## src/rtl/kei_i2c_bus_resolver_pkg.sv

```systemverilog
// Shared types and constants for the I2C bus resolver block.
package kei_i2c_pkg;

    typedef enum logic {
        ST_IDLE = 1'b0,
        ST_BUSY = 1'b1
    } bus_state_e;

    localparam int BIT_CNT_W    = 4;
    localparam int ACK_BIT_IDX  = 8;   // bit_cnt value on the 9th (ack) clock
    localparam int TMO_CNT_W    = 16;

    localparam int DEF_N_AGENTS = 2;
    localparam int DEF_FILT_CYC = 3;
    localparam int DEF_TMO_CYC  = 1024;

endpackage

```

## src/rtl/kei_i2c_bus_resolver_if.sv

```systemverilog
// Agent/pad inputs and observed-bus outputs of the I2C bus resolver.
interface kei_i2c_bus_resolver_if
#(
    parameter int N_AGENTS = kei_i2c_pkg::DEF_N_AGENTS
);
    import kei_i2c_pkg::*;

    logic [N_AGENTS-1:0]  scl_drv;
    logic [N_AGENTS-1:0]  sda_drv;
    logic [N_AGENTS-1:0]  arb_en;
    logic                 scl_in;
    logic                 sda_in;
    logic                 arb_clr;

    logic                 scl_line;
    logic                 sda_line;
    logic                 scl_filt;
    logic                 sda_filt;
    logic                 start_p;
    logic                 rstart_p;
    logic                 stop_p;
    logic                 bus_busy;
    logic [BIT_CNT_W-1:0] bit_cnt;
    logic                 ack_p;
    logic                 nack_p;
    logic [N_AGENTS-1:0]  arb_lost;
    logic                 tmo_p;

    // Side that drives the agents and pads.
    modport master (
        output scl_drv, sda_drv, arb_en, scl_in, sda_in, arb_clr,
        input  scl_line, sda_line, scl_filt, sda_filt, start_p, rstart_p, stop_p,
               bus_busy, bit_cnt, ack_p, nack_p, arb_lost, tmo_p
    );

    // Resolver side.
    modport slave (
        input  scl_drv, sda_drv, arb_en, scl_in, sda_in, arb_clr,
        output scl_line, sda_line, scl_filt, sda_filt, start_p, rstart_p, stop_p,
               bus_busy, bit_cnt, ack_p, nack_p, arb_lost, tmo_p
    );

endinterface

```

## src/rtl/kei_i2c_bus_resolver_line_filter.sv

```systemverilog
// Two-flop synchroniser followed by a stability filter: the output only
// follows the synchronised level after it has differed for FILT_CYC cycles.
module kei_i2c_line_filter
#(
    parameter int FILT_CYC = kei_i2c_pkg::DEF_FILT_CYC
)
(
    input  logic clk,
    input  logic rst_n,
    input  logic line_i,
    output logic filt_o
);
    import kei_i2c_pkg::*;

    localparam logic [3:0] CNT_LAST = 4'(FILT_CYC - 1);

    logic [1:0] sync_q;
    logic [3:0] cnt_q, cnt_d;
    logic       filt_q, filt_d;

    // Synchroniser; resets to the released (high) level.
    always_ff @(posedge clk or negedge rst_n) begin
        if (!rst_n) sync_q <= 2'b11;
        else        sync_q <= {sync_q[0], line_i};
    end

    // Count consecutive disagreeing cycles; any agreement restarts the count.
    always_comb begin
        cnt_d  = '0;
        filt_d = filt_q;
        if (sync_q[1] != filt_q) begin
            if (cnt_q == CNT_LAST) filt_d = sync_q[1];
            else                   cnt_d  = cnt_q + 4'd1;
        end
    end

    // Filter state registers.
    always_ff @(posedge clk or negedge rst_n) begin
        if (!rst_n) begin
            cnt_q  <= '0;
            filt_q <= 1'b1;
        end else begin
            cnt_q  <= cnt_d;
            filt_q <= filt_d;
        end
    end

    assign filt_o = filt_q;

endmodule

```

## src/rtl/kei_i2c_bus_resolver.sv

```systemverilog
// Wired-AND resolution of on-chip open-drain agents with the pads, plus a
// filtered bus monitor: START/STOP, bit counting, ack, arbitration, timeout.
module kei_i2c_bus_resolver
#(
    parameter int N_AGENTS = kei_i2c_pkg::DEF_N_AGENTS,
    parameter int FILT_CYC = kei_i2c_pkg::DEF_FILT_CYC,
    parameter int TMO_CYC  = kei_i2c_pkg::DEF_TMO_CYC
)
(
    input  logic                   clk,
    input  logic                   rst_n,
    kei_i2c_bus_resolver_if.slave  bus
);
    import kei_i2c_pkg::*;

    // Cycles after reset before a filtered edge may be believed: enough for a
    // pad level present at reset release to propagate through the filters
    // and be swallowed by the edge detector instead of looking like a START.
    localparam int                   SETTLE   = FILT_CYC + 3;
    localparam logic [4:0]           SETTLE_V = 5'(SETTLE);
    localparam logic [BIT_CNT_W-1:0] BC_LAST  = BIT_CNT_W'(ACK_BIT_IDX);
    localparam logic [TMO_CNT_W-1:0] TMO_LAST = TMO_CNT_W'(TMO_CYC);
    localparam logic [TMO_CNT_W-1:0] TMO_PRE  = TMO_CNT_W'(TMO_CYC - 1);

    logic scl_line, sda_line, scl_filt, sda_filt;

    bus_state_e           state_q, state_d;
    logic                 scl_prev_q, sda_prev_q;
    logic [4:0]           settle_q, settle_d;
    logic [BIT_CNT_W-1:0] bit_cnt_q, bit_cnt_d;
    logic [TMO_CNT_W-1:0] tmo_cnt_q, tmo_cnt_d;
    logic [N_AGENTS-1:0]  arb_lost_q, arb_lost_d, arb_set;
    logic start_q, start_d, rstart_q, rstart_d, stop_q, stop_d;
    logic ack_q, ack_d, nack_q, nack_d, tmo_q, tmo_d;
    logic armed, sda_fall, sda_rise, scl_rise;

    assign scl_line = bus.scl_in & ~(|bus.scl_drv);
    assign sda_line = bus.sda_in & ~(|bus.sda_drv);

    kei_i2c_line_filter #(.FILT_CYC(FILT_CYC)) u_scl_filt (
        .clk(clk), .rst_n(rst_n), .line_i(scl_line), .filt_o(scl_filt)
    );
    kei_i2c_line_filter #(.FILT_CYC(FILT_CYC)) u_sda_filt (
        .clk(clk), .rst_n(rst_n), .line_i(sda_line), .filt_o(sda_filt)
    );

    assign armed    = (settle_q == SETTLE_V);
    assign sda_fall =  sda_prev_q & ~sda_filt;
    assign sda_rise = ~sda_prev_q &  sda_filt;
    assign scl_rise = ~scl_prev_q &  scl_filt;

    // Next state: bus conditions are judged against the previous SCL level so
    // that coincident SCL/SDA edges resolve deterministically.
    always_comb begin
        state_d   = state_q;
        bit_cnt_d = bit_cnt_q;
        settle_d  = armed ? settle_q : settle_q + 5'd1;
        tmo_cnt_d = tmo_cnt_q;
        arb_set   = '0;
        start_d   = 1'b0;
        rstart_d  = 1'b0;
        stop_d    = 1'b0;
        ack_d     = 1'b0;
        nack_d    = 1'b0;
        tmo_d     = 1'b0;

        if (armed) begin
            if (scl_prev_q && sda_fall) begin
                if (state_q == ST_BUSY) rstart_d = 1'b1;
                else                    start_d  = 1'b1;
                state_d   = ST_BUSY;
                bit_cnt_d = '0;
            end else if (scl_prev_q && sda_rise && state_q == ST_BUSY) begin
                stop_d    = 1'b1;
                state_d   = ST_IDLE;
                bit_cnt_d = '0;
            end else if (state_q == ST_BUSY && scl_rise) begin
                if (bit_cnt_q == BC_LAST) begin
                    ack_d     = ~sda_filt;
                    nack_d    =  sda_filt;
                    bit_cnt_d = '0;
                end else begin
                    bit_cnt_d = bit_cnt_q + 1'b1;
                    // A transmitter that released SDA but sees it low lost.
                    arb_set   = bus.arb_en & ~bus.sda_drv & {N_AGENTS{~sda_filt}};
                end
            end
        end

        // A new loss wins over a same-cycle clear; STOP wipes everything.
        if (stop_d) arb_lost_d = '0;
        else        arb_lost_d = (bus.arb_clr ? '0 : arb_lost_q) | arb_set;

        // SCL-low timeout: pulse on reaching the limit, then saturate.
        if (state_q == ST_BUSY && !scl_filt) begin
            if (tmo_cnt_q != TMO_LAST) begin
                tmo_cnt_d = tmo_cnt_q + 1'b1;
                tmo_d     = (tmo_cnt_q == TMO_PRE);
            end
        end else begin
            tmo_cnt_d = '0;
        end
    end

    // State and registered-output flops.
    always_ff @(posedge clk or negedge rst_n) begin
        if (!rst_n) begin
            state_q    <= ST_IDLE;
            scl_prev_q <= 1'b1;
            sda_prev_q <= 1'b1;
            settle_q   <= '0;
            bit_cnt_q  <= '0;
            tmo_cnt_q  <= '0;
            arb_lost_q <= '0;
            start_q    <= 1'b0;
            rstart_q   <= 1'b0;
            stop_q     <= 1'b0;
            ack_q      <= 1'b0;
            nack_q     <= 1'b0;
            tmo_q      <= 1'b0;
        end else begin
            state_q    <= state_d;
            scl_prev_q <= scl_filt;
            sda_prev_q <= sda_filt;
            settle_q   <= settle_d;
            bit_cnt_q  <= bit_cnt_d;
            tmo_cnt_q  <= tmo_cnt_d;
            arb_lost_q <= arb_lost_d;
            start_q    <= start_d;
            rstart_q   <= rstart_d;
            stop_q     <= stop_d;
            ack_q      <= ack_d;
            nack_q     <= nack_d;
            tmo_q      <= tmo_d;
        end
    end

    assign bus.scl_line = scl_line;
    assign bus.sda_line = sda_line;
    assign bus.scl_filt = scl_filt;
    assign bus.sda_filt = sda_filt;
    assign bus.start_p  = start_q;
    assign bus.rstart_p = rstart_q;
    assign bus.stop_p   = stop_q;
    assign bus.bus_busy = (state_q == ST_BUSY);
    assign bus.bit_cnt  = bit_cnt_q;
    assign bus.ack_p    = ack_q;
    assign bus.nack_p   = nack_q;
    assign bus.arb_lost = arb_lost_q;
    assign bus.tmo_p    = tmo_q;

endmodule

```

## src/flat_wrapper.sv

```systemverilog
// flat-port wrapper written by rule: the top's interface ports become plain ports
module kei_i2c_bus_resolver_flat import kei_i2c_pkg::*;
#(
    parameter int N_AGENTS = kei_i2c_pkg::DEF_N_AGENTS,
    parameter int FILT_CYC = kei_i2c_pkg::DEF_FILT_CYC,
    parameter int TMO_CYC  = kei_i2c_pkg::DEF_TMO_CYC
)
  (clk, rst_n, bus_scl_drv, bus_sda_drv, bus_arb_en, bus_scl_in, bus_sda_in, bus_arb_clr, bus_scl_line, bus_sda_line, bus_scl_filt, bus_sda_filt, bus_start_p, bus_rstart_p, bus_stop_p, bus_bus_busy, bus_bit_cnt, bus_ack_p, bus_nack_p, bus_arb_lost, bus_tmo_p);
  kei_i2c_bus_resolver_if #(.N_AGENTS(N_AGENTS)) bus_i ();
  input  logic clk;
  input  logic rst_n;
  input wire logic [$bits(bus_i.scl_drv)-1:0] bus_scl_drv;
  input wire logic [$bits(bus_i.sda_drv)-1:0] bus_sda_drv;
  input wire logic [$bits(bus_i.arb_en)-1:0] bus_arb_en;
  input wire logic [$bits(bus_i.scl_in)-1:0] bus_scl_in;
  input wire logic [$bits(bus_i.sda_in)-1:0] bus_sda_in;
  input wire logic [$bits(bus_i.arb_clr)-1:0] bus_arb_clr;
  output wire logic [$bits(bus_i.scl_line)-1:0] bus_scl_line;
  output wire logic [$bits(bus_i.sda_line)-1:0] bus_sda_line;
  output wire logic [$bits(bus_i.scl_filt)-1:0] bus_scl_filt;
  output wire logic [$bits(bus_i.sda_filt)-1:0] bus_sda_filt;
  output wire logic [$bits(bus_i.start_p)-1:0] bus_start_p;
  output wire logic [$bits(bus_i.rstart_p)-1:0] bus_rstart_p;
  output wire logic [$bits(bus_i.stop_p)-1:0] bus_stop_p;
  output wire logic [$bits(bus_i.bus_busy)-1:0] bus_bus_busy;
  output wire logic [$bits(bus_i.bit_cnt)-1:0] bus_bit_cnt;
  output wire logic [$bits(bus_i.ack_p)-1:0] bus_ack_p;
  output wire logic [$bits(bus_i.nack_p)-1:0] bus_nack_p;
  output wire logic [$bits(bus_i.arb_lost)-1:0] bus_arb_lost;
  output wire logic [$bits(bus_i.tmo_p)-1:0] bus_tmo_p;
  assign bus_i.scl_drv = bus_scl_drv;
  assign bus_i.sda_drv = bus_sda_drv;
  assign bus_i.arb_en = bus_arb_en;
  assign bus_i.scl_in = bus_scl_in;
  assign bus_i.sda_in = bus_sda_in;
  assign bus_i.arb_clr = bus_arb_clr;
  assign bus_scl_line = bus_i.scl_line;
  assign bus_sda_line = bus_i.sda_line;
  assign bus_scl_filt = bus_i.scl_filt;
  assign bus_sda_filt = bus_i.sda_filt;
  assign bus_start_p = bus_i.start_p;
  assign bus_rstart_p = bus_i.rstart_p;
  assign bus_stop_p = bus_i.stop_p;
  assign bus_bus_busy = bus_i.bus_busy;
  assign bus_bit_cnt = bus_i.bit_cnt;
  assign bus_ack_p = bus_i.ack_p;
  assign bus_nack_p = bus_i.nack_p;
  assign bus_arb_lost = bus_i.arb_lost;
  assign bus_tmo_p = bus_i.tmo_p;
  kei_i2c_bus_resolver #(.N_AGENTS(N_AGENTS), .FILT_CYC(FILT_CYC), .TMO_CYC(TMO_CYC)) u_core (.clk(clk), .rst_n(rst_n), .bus(bus_i));
endmodule
```

## config.mk

```make
export PLATFORM = sky130hd
export DESIGN_NAME = kei_i2c_bus_resolver_flat
export DESIGN_NICKNAME = d
export VERILOG_FILES = /design/src/rtl/kei_i2c_bus_resolver_pkg.sv /design/src/rtl/kei_i2c_bus_resolver_if.sv /design/src/rtl/kei_i2c_bus_resolver_line_filter.sv /design/src/rtl/kei_i2c_bus_resolver.sv /design/src/flat_wrapper.sv
export SDC_FILE = /design/constraint.sdc
export NUM_CORES = 1
export LEC_CHECK = 0
export BUFFER_PORTS_ARGS = -buffer_cell sky130_fd_sc_hd__buf_2
export CORE_ASPECT_RATIO = 1.1
export CORE_MARGIN = 4
export CORE_UTILIZATION = 50
export CTS_CLUSTER_DIAMETER = 80
export CTS_CLUSTER_SIZE = 25
export DETAILED_ROUTE_END_ITERATION = 16
export GPL_TIMING_DRIVEN = 0
export PLACE_DENSITY = 0.7
export RECOVER_POWER = 100
export SLEW_MARGIN = 20
export SYNTH_ARGS = -nofsm -noshare
export SYNTH_HDL_FRONTEND = slang
export SYNTH_SLANG_ARGS = --single-unit
```

## constraint.sdc

```tcl
create_clock -name clk -period 1.79 [get_ports clk]
set_input_delay 0.358 -clock clk [delete_from_list [all_inputs] [get_ports clk]]
set_output_delay 0.358 -clock clk [all_outputs]
set_load 0.03 [all_outputs]
```

==> results of run 1 <==
## cells by family after synthesis
family | after synthesis
AOI/OAI and AO/OA | 13
xor gates and xnor gates | 22
adders and majority gates | 10
buffers and inverters | 20
DFF | 50
muxes | 4
and+or+nand+nor | 108
## how the worst min path moves through the flow
| stage | startpoint | end | slack, ns | depth (start not counted) |
|---|---|---|---|---|
| 2_1_floorplan | rst_n | u_core.bus.ack_p | 0.06 | 0 |
| 3_3_place_gp | u_core.u_scl_filt.sync_q[0] | u_core.u_scl_filt.sync_q[1] | 0.35 | 0 |
| 3_5_place_dp | u_core.u_scl_filt.sync_q[0] | u_core.u_scl_filt.sync_q[1] | 0.35 | 0 |
| 4_1_cts | bus_scl_drv[1] | u_core.u_scl_filt.sync_q[0] | 0.16 | 2 |
| 5_1_grt | bus_scl_drv[1] | u_core.u_scl_filt.sync_q[0] | 0.17 | 2 |
| 6_report | bus_scl_drv[1] | u_core.u_scl_filt.sync_q[0] | 0.17 | 2 |
## layout by cell type, fill, tap and decap left out, types with 2 or more instances in the layout
| cell | instances |
|---|---|
| dfrtp_1 | 42 |
| nor2_1 | 37 |
| clkbuf_1 | 19 |
| nand2_1 | 15 |
| nand3_1 | 15 |
| inv_1 | 14 |
| xnor2_1 | 12 |
| buf_2 | 11 |
| xor2_1 | 10 |
| ha_1 | 10 |
| dfstp_2 | 7 |
| nand4_1 | 5 |
| clkbuf_8 | 5 |
| and3b_1 | 4 |
| nor3b_1 | 4 |
| nor3_1 | 4 |
| a21oi_1 | 4 |
| nand4b_1 | 3 |
| nand3b_1 | 3 |
| nor4_1 | 3 |
| o21ai_0 | 3 |
| a31o_1 | 2 |
| nand2b_1 | 2 |
| clkbuf_2 | 2 |
| mux2_2 | 2 |
| a22o_1 | 2 |
| clkinvlp_4 | 2 |
## routing by layer
metal / track usage (%) / wire (microns)
met1: 21.5 / 1930
met2: 26.6 / 2020
met3: 4.21 / 132
met4: 5.43 / 60
met5: 0 / 0
## power breakdown
part	switching [mW]	total, mW	internal [mW]	leakage, nW
combinational	0.285	0.430	0.145	0.491
clock	0.379	0.794	0.416	0.0504
sequential	0.0833	1.30	1.22	0.657
## registers in the layout (all words and copies together) (netlist names)
signal and count:
u_core.u_sda_filt.cnt_q 4, u_core.sda_prev_q 1, u_core.u_scl_filt.filt_o 1, u_core.settle_q 5
u_core.u_scl_filt.sync_q 2, u_core.u_sda_filt.sync_q 2, u_core.bus.stop_p 1, u_core.bus.arb_lost 2
u_core.bus.nack_p 1, u_core.scl_prev_q 1, u_core.bus.bus_busy 1, u_core.bus.start_p 1
u_core.bus.tmo_p 1, u_core.bus.bit_cnt 4, u_core.bus.rstart_p 1, u_core.tmo_cnt_q 16
u_core.u_sda_filt.filt_o 1, u_core.u_scl_filt.cnt_q 4, u_core.bus.ack_p 1
## area by class of cell
type	count	area, sq um	share of cell area, %
timing repair buffer	27	114	4.22
clock inverter	3	45.0	1.67
multi-input combinational	157	1060	39.1
clock buffer	5	68.8	2.55
tap	56	70.1	2.60
buffer	6	30.0	1.11
inverter	14	52.6	1.95
sequential	50	1260	46.8
## worst reg2reg max path, stage by stage (launching register included)
cell and delay [ns]:
dfrtp_1 0.43, inv_1 0.07, ha_1 0.16, and4bb_1 0.19, buf_4 0.16, nand4_1 0.14
and3b_1 0.21, a31o_1 0.18
==> reports/results.ini, run 1 <==
[placed_design]
place_congestion=0.768
dp_cells=310
dpl_cell_area_sq_um=2610
hpwl_microns=2940
dp_slack_ns=0.162
portBuffers=27

[sta]
setup_violations=0
finClkSkew_ns=0.00844
drv_slew=0
fin_crit_sh_pct=92.5
setup_ws_ns=0.134
tightest_slew_ns=1.22
layout_min_cycle_time_ns=1.66
final_hold_viol_count=0
rsz0062_at_grt=no
tns_ns=0
whs_ns=0.170
slew_headroom_pct=18.4
fmax_ghz=0.604

[setup_path]
critical_path.reg2reg.startpoint=u_core.settle_q[0]
worstPathRequired_ns=1.98
endpoint=u_core.bus.arb_lost[1]
crit_start=u_core.settle_q[0]
cp-start-kind=flip-flop
timing.rr.end=u_core.bus.arb_lost[1]
crit_family=simple AND/OR/NAND/NOR gates
crit_chain=inv_1 > ha_1 > and4bb_1 > buf_4 > nand4_1 > and3b_1 > a31o_1
cp-end-kind=flip-flop
critPathMaxStageDelay_ns=0.43
cp.depth=7
crit_arrival_ns=1.85
setup.worst_path.class=reg -> reg
critical_path_buf_inv_count=2
cp_max_fo=8
cpMaxStageDelayCell=dfrtp_1
worstRegToRegCells=7
rrSetupSlack_ns=0.13

[floorplan]
rows=26
core_sq_um=4650
die_h_microns=80.8
io_pins=28
die_width_microns=74.2
dieArea_sq_um=5990
start_util_pct=51.7

[min_path]
hold_class=in -> reg

[yosys]
yosys_warnings=0
yosysTopAreaCell=dfrtp_1
synth_area_leaders=dfrtp_1 (44%), dfstp_2 (8.7%), nor2_1 (5.6%), ha_1 (5.2%), xnor2_1 (4.4%)
syn-num-nets=248
netlist_top_cells_count=dfrtp_1 (42), nor2_1 (36), nand2_1 (15), nand3_1 (15), inv_1 (14)
syn-instance-count=227
muxShareOfSynthArea_pct=1.82
ys_seq_area_share_pct=52.4
synth_xor_area_share_pct=8.00
syn-cell-area_sq_um=2410
synth-edff-count=0
ys_types=42
synth_top_cell_area_share_pct=43.7
avgSynthCellArea_sq_um=10.6
synth_compound_area_share_pct=3.59
async_flop_share_pct=100
synth_ff_type=dfrtp_1
synth_top_family_by_area=simple AND/OR/NAND/NOR gates
synth_most_common_cell=dfrtp_1
synthSimpleGateAreaFrac_pct=25.6
synthAdderAreaFrac_pct=5.20
ys_ff_latch=50

[layout]
fill_cells=406
nets=282
drive_gt1_share_pct=14.1
area_growth_pct=12.1
final_util_pct=58.0
diodes=0
finalNonFillerCells=318
stdcell_area_sq_um=2700

[route]
dr_total_vias=1697
postRouteAntennaNets=0
avgRoutedWirePerCell_microns=13.0
viasPerCell=5.34
firstDrtPassIters=4
drc=0
detail_route.wirelength_microns=4150
drt-initial-drc-count=67

[cts]
cts_buffer_depth=2
cts-hold-fix-buffers=0
cts_resized=0
cts_root_buf=clkbuf_8
insertion_delay_ns=0.30
cts_setup_buffers=0
cts.sinks=50
cts_tree=done
numCtsBuffers=5
ctsHtreeMaxLevel=2
clk_pin_slew_ns=0.09

[outcome]
outcome=completed

[grt]
grt_pass1_wl_microns=7620
track_usage_pct=16.4
grt_overflow_total=0
antenna_found_initial=0
grt_pass1_vias=1691
grt_max_degree=51

[pwr]
ir_drop_uv=556
p_leak_nw=1.20
p_total_mw=2.53
power_density_nw_per_um2=937

[job]
maxCapViolCount=0

No activity file was read; power rests on OpenSTA's default activity.
==> run 2, diff against run 1 <==
--- a/config.mk
+++ b/config.mk
@@ -7,7 +7,6 @@
 export LEC_CHECK = 0
 export BUFFER_PORTS_ARGS = -buffer_cell sky130_fd_sc_hd__buf_2
 export CORE_ASPECT_RATIO = 1.1
-export CORE_MARGIN = 4
 export CORE_UTILIZATION = 50
 export CTS_CLUSTER_DIAMETER = 80
 export CTS_CLUSTER_SIZE = 25
==> run 2 against run 1 <==
Compared with the run above: clock skew fell by 0.0015 ns; hold slack gained 0.021 ns; critical path depth stayed put; clock power shrank 17%; first-iteration DRC count increased by 22%; setup slack gained 0.0059 ns; cell count did not move; largest cell class unchanged; highest routed layer unchanged.
==> reports/results.ini, run 2 (synthesis gave the netlist of run 1 again) <==
[grt]
track_usage_pct=17.4
grt_pass1_vias=1589
grt_overflow_total=0
grt_max_degree=51
grt_pass1_wl_microns=6750
antenna_found_initial=0

[floorplan]
start_util_pct=51.7
dieArea_sq_um=5100
core_sq_um=4650
die_width_microns=68.2
rows=26
io_pins=28
die_h_microns=74.8

[route]
dr_total_vias=1655
viasPerCell=5.20
wl_met2_microns=1940
drt-initial-drc-count=82
routed.top_layer=met4
firstDrtPassIters=4
wl_met3_microns=96
avgRoutedWirePerCell_microns=12.3
detail_route.wirelength_microns=3930
drt-met1-wl_microns=1870
drc=0
postRouteAntennaNets=0

[cts]
ctsHtreeMaxLevel=2
clk_pin_slew_ns=0.09
numCtsBuffers=5
cts_setup_buffers=0
insertion_delay_ns=0.29
cts.sinks=50
cts_buffer_depth=2
cts_tree=done
cts_resized=0
cts_root_buf=clkbuf_8
cts-hold-fix-buffers=0

[setup_path]
cp-start-kind=flip-flop
worstPathRequired_ns=1.97
crit_arrival_ns=1.83
worstRegToRegCells=7
cp_max_fo=8
timing.rr.end=u_core.bus.arb_lost[1]
setup.worst_path.class=reg -> reg
critical_path.reg2reg.startpoint=u_core.settle_q[0]
cp-end-kind=flip-flop
rrSetupSlack_ns=0.14

[min_path]
hold_path_end=u_core.u_scl_filt.sync_q[0]
hold_class=in -> reg
min_path_cells=2
hp-start=bus_scl_drv[1]

[pwr]
power_density_nw_per_um2=890
p_total_mw=2.38
ir_drop_uv=421
p_leak_nw=1.19

[sta]
layout_min_cycle_time_ns=1.65
slew_headroom_pct=19.2
fmax_ghz=0.606
tightest_slew_ns=1.21
tns_ns=0
fin_crit_sh_pct=92.2
rsz0062_at_grt=no
final_hold_viol_count=0
finClkSkew_ns=0.00695
setup_violations=0
whs_ns=0.191
drv_slew=0

[layout]
final_common_cell=dfrtp_1
drive_gt1_share_pct=13.7
area_growth_pct=11.3
diodes=0
finalNonFillerCells=318
largest_reg_flops=16
final_cell_mix=dfrtp_1 (42), nor2_1 (37), clkbuf_1 (21)
nets=282
top_register=u_core.tmo_cnt_q
top_regs=u_core.tmo_cnt_q: 16 flops, u_core.settle_q: 5 flops

[placed_design]
hpwl_microns=2840
place_congestion=0.779
portBuffers=27
dp_cells=310

[job]
maxCapViolCount=0

[outcome]
outcome=completed

[run 2: report_power, final]
part	switching, mW	internal (mW)	leakage, nW
registers	0.0812	1.22	0.657
logic	0.281	0.144	0.489
clock network	0.345	0.312	0.0482
total	0.708	1.68	1.19
[run 2: worst max-delay path, stage by stage (launching register included)]
cell      delay [ns]
dfrtp_1         0.42
inv_1           0.07
ha_1            0.16
and4bb_1        0.19
buf_4           0.16
nand4_1         0.14
and3b_1         0.21
a31o_1          0.18
[run 2: cell type report]
type	count	area (sq um)
Fill cell	416	1970
Sequential cell	50	1260
Multi-Input combinational cell	157	1060
Timing Repair Buffer	27	113
Clock buffer	7	86.3
Tap cell	56	70.1
Inverter	14	52.6
Buffer	6	30.0
Clock inverter	1	5.00
[run 2: how the worst max path moves through the flow]
stage / startpoint / to / slack [ns] / cells past startpoint
final: u_core.settle_q[0] / u_core.bus.arb_lost[1] / 0.14 / 7
after global routing: u_core.settle_q[0] / u_core.bus.arb_lost[1] / 0.01 / 7
after CTS: u_core.settle_q[0] / u_core.bus.arb_lost[1] / 0.12 / 7
after detailed placement: u_core.settle_q[0] / u_core.bus.arb_lost[1] / 0.14 / 7
after global placement: u_core.settle_q[0] / u_core.bus.arb_lost[1] / 0.18 / 7
after floorplan: bus_scl_drv[1] / bus_scl_line / 0.29 / 1
[run 2: routing by layer]
metal | track usage (%) | vias up
met3 | 4.09 | 2
li1 | - | 833
met4 | 4.17 | 0
met5 | 0 | -
met2 | 29.6 | 15
met1 | 22.3 | 805
[run 2: metrics by stage]
step | utilization [%] | instance area [sq um] | setup WS, ns
2_1_floorplan | - | 2410 | 0.285
3_3_place_gp | 56.2 | 2610 | 0.179
3_5_place_dp | 56.2 | 2610 | 0.135
4_1_cts | 58.1 | 2700 | 0.119
5_1_grt | 57.6 | 2680 | 0.0140
6_report | 57.6 | 2680 | 0.140
==> run 3, diff against run 2 <==
==> constraint.sdc (replaced) <==
create_clock -name clk -period 1.79 [get_ports clk]
set_input_delay 0.0895 -clock clk [delete_from_list [all_inputs] [get_ports clk]]
set_output_delay 0.0895 -clock clk [all_outputs]
set_load 0.03 [all_outputs]
==> run 3 against run 2 <==
Compared with the run above: core utilization up 1.1 points; critical path depth unchanged; count of clock-buffer cells in the layout unchanged; cell count up 1.6%; flip-flop and latch count unchanged; hold slack worse by 0.16 ns; register-to-register slack about the same; total power up 0.38%; clock skew up 0.00087 ns; global-route usage up 0.16 points; wire length up 1.0%; critical endpoint unchanged; highest routed layer unchanged.
==> reports/results.ini, run 3 (synthesis gave the netlist of run 1 again) <==
[route]
postRouteAntennaNets=0
drt-initial-drc-count=90
drc=0
dr_total_vias=1677
avgRoutedWirePerCell_microns=12.3
detail_route.wirelength_microns=3970
firstDrtPassIters=4
viasPerCell=5.19

[placed_design]
dp_cells=310
portBuffers=27
place_congestion=0.779
hpwl_microns=2840
dp_slack_ns=0.135

[floorplan]
core_sq_um=4650
io_pins=28
die_width_microns=68.2
dieArea_sq_um=5100
die_h_microns=74.8
start_util_pct=51.7
rows=26

[cts]
cts_resized=0
numCtsBuffers=5
cts_tree=done
clk_pin_slew_ns=0.08
cts.sinks=50
insertion_delay_ns=0.29
cts_root_buf=clkbuf_8
cts_setup_buffers=0
cts_buffer_depth=2
ctsHtreeMaxLevel=2

[setup_path]
critical_path.reg2reg.startpoint=u_core.settle_q[0]
timing.rr.end=u_core.bus.arb_lost[1]
crit_start=u_core.settle_q[0]
cp-start-kind=flip-flop
setup.worst_path.class=reg -> reg
worstRegToRegCells=7
crit_arrival_ns=1.83
rrSetupSlack_ns=0.14
cp-end-kind=flip-flop
endpoint=u_core.bus.arb_lost[1]
worstPathRequired_ns=1.97
cp_max_fo=8

[pwr]
p_leak_nw=1.22
power_density_nw_per_um2=877
p_total_mw=2.39
p_int_mw=1.68
swShare_pct=29.7
seqPwrFrac_pct=54.4
combPwrFrac_pct=18.1
netSwitchingPower_mw=0.711
ir_drop_uv=420
pwr-share-clk_pct=27.6

[grt]
track_usage_pct=17.6
antenna_found_initial=0
grt_max_degree=51
grt_pass1_wl_microns=6820
grt_overflow_total=0
grt_pass1_vias=1602

[layout]
top_regs=u_core.tmo_cnt_q: 16 flops, u_core.settle_q: 5 flops
top_register=u_core.tmo_cnt_q
final_common_cell=dfrtp_1
diodes=0
drive_gt1_share_pct=13.5
final_cell_mix=dfrtp_1 (42), nor2_1 (37), clkbuf_1 (21)
nets=287
finalNonFillerCells=323
area_growth_pct=13.4
largest_reg_flops=16

[sta]
final_hold_viol_count=0
tightest_slew_ns=1.19
fin_crit_sh_pct=92.1
drv_slew=0
slew_headroom_pct=20.7
fmax_ghz=0.606
layout_min_cycle_time_ns=1.65
tns_ns=0
setup_ws_ns=0.141
finClkSkew_ns=0.00782
rsz0062_at_grt=no
setup_violations=0

[job]
maxCapViolCount=0

[min_path]
hold_class=in -> reg

[outcome]
outcome=completed

[run 3: cell types whose count changed in the layout (fill, tap and decap cells not counted), sizes merged]
| cell | delta |
|---|---|
| dlygate4sd3 | +5 |
[run 3: how the worst min path moves through the flow]
stage | depth (start not counted) | startpoint | end
after floorplan | 0 | rst_n | u_core.bus.ack_p
after global placement | 2 | bus_scl_drv[1] | u_core.u_scl_filt.sync_q[0]
after detailed placement | 2 | bus_scl_drv[1] | u_core.u_scl_filt.sync_q[0]
after CTS | 2 | bus_arb_en[0] | u_core.bus.arb_lost[0]
after global routing | 2 | bus_arb_en[0] | u_core.bus.arb_lost[0]
final | 2 | bus_arb_en[0] | u_core.bus.arb_lost[0]
[run 3: critical path: stages, from the launching register on]
cell	delay (ns)
dfrtp_1	0.42
inv_1	0.07
ha_1	0.16
and4bb_1	0.19
buf_4	0.16
nand4_1	0.14
and3b_1	0.21
a31o_1	0.18
[run 3: through the flow]
step | hold WS, ns | cell area, sq um | utilization [%]
3_5_place_dp | 0.227 | 2610 | 56.2
2_1_floorplan | -0.206 | 2410 | -
6_report | 0.0289 | 2730 | 58.7
5_1_grt | 0.0280 | 2730 | 58.7
4_1_cts | 0.0135 | 2740 | 59.0
3_3_place_gp | 0.222 | 2610 | 56.2
[run 3: power groups by stage]
stage	Combinational (mW)	Sequential [mW]	Clock, mW
2_1_floorplan	0.253	1.37	0
3_3_place_gp	0.436	1.32	0
3_5_place_dp	0.449	1.32	0
4_1_cts	0.457	1.30	0.686
5_1_grt	0.489	1.31	0.718
6_report	0.433	1.30	0.659
[run 3: final cells by class]
| class | instances | area, sq um |
|---|---|---|
| buffer | 6 | 30.0 |
| clock buffer | 7 | 86.3 |
| clock inverter | 1 | 5.00 |
| fill | 409 | 1920 |
| inverter | 14 | 52.6 |
| multi-input combinational | 157 | 1060 |
| sequential | 50 | 1260 |
| tap | 56 | 70.1 |
| timing repair buffer | 32 | 163 |
[run 3: routing by layer]
layer	GRT usage [%]	share of wire, %
met3	4.09	2.4
met4	4.17	0.55
met2	29.8	50
met1	22.6	47
met5	0	0
[run 3: timing repair]
item	CTS	global route
endpoints found under the hold margin	2	42
hold buffers	4	1
endpoints found under the setup margin	0	0
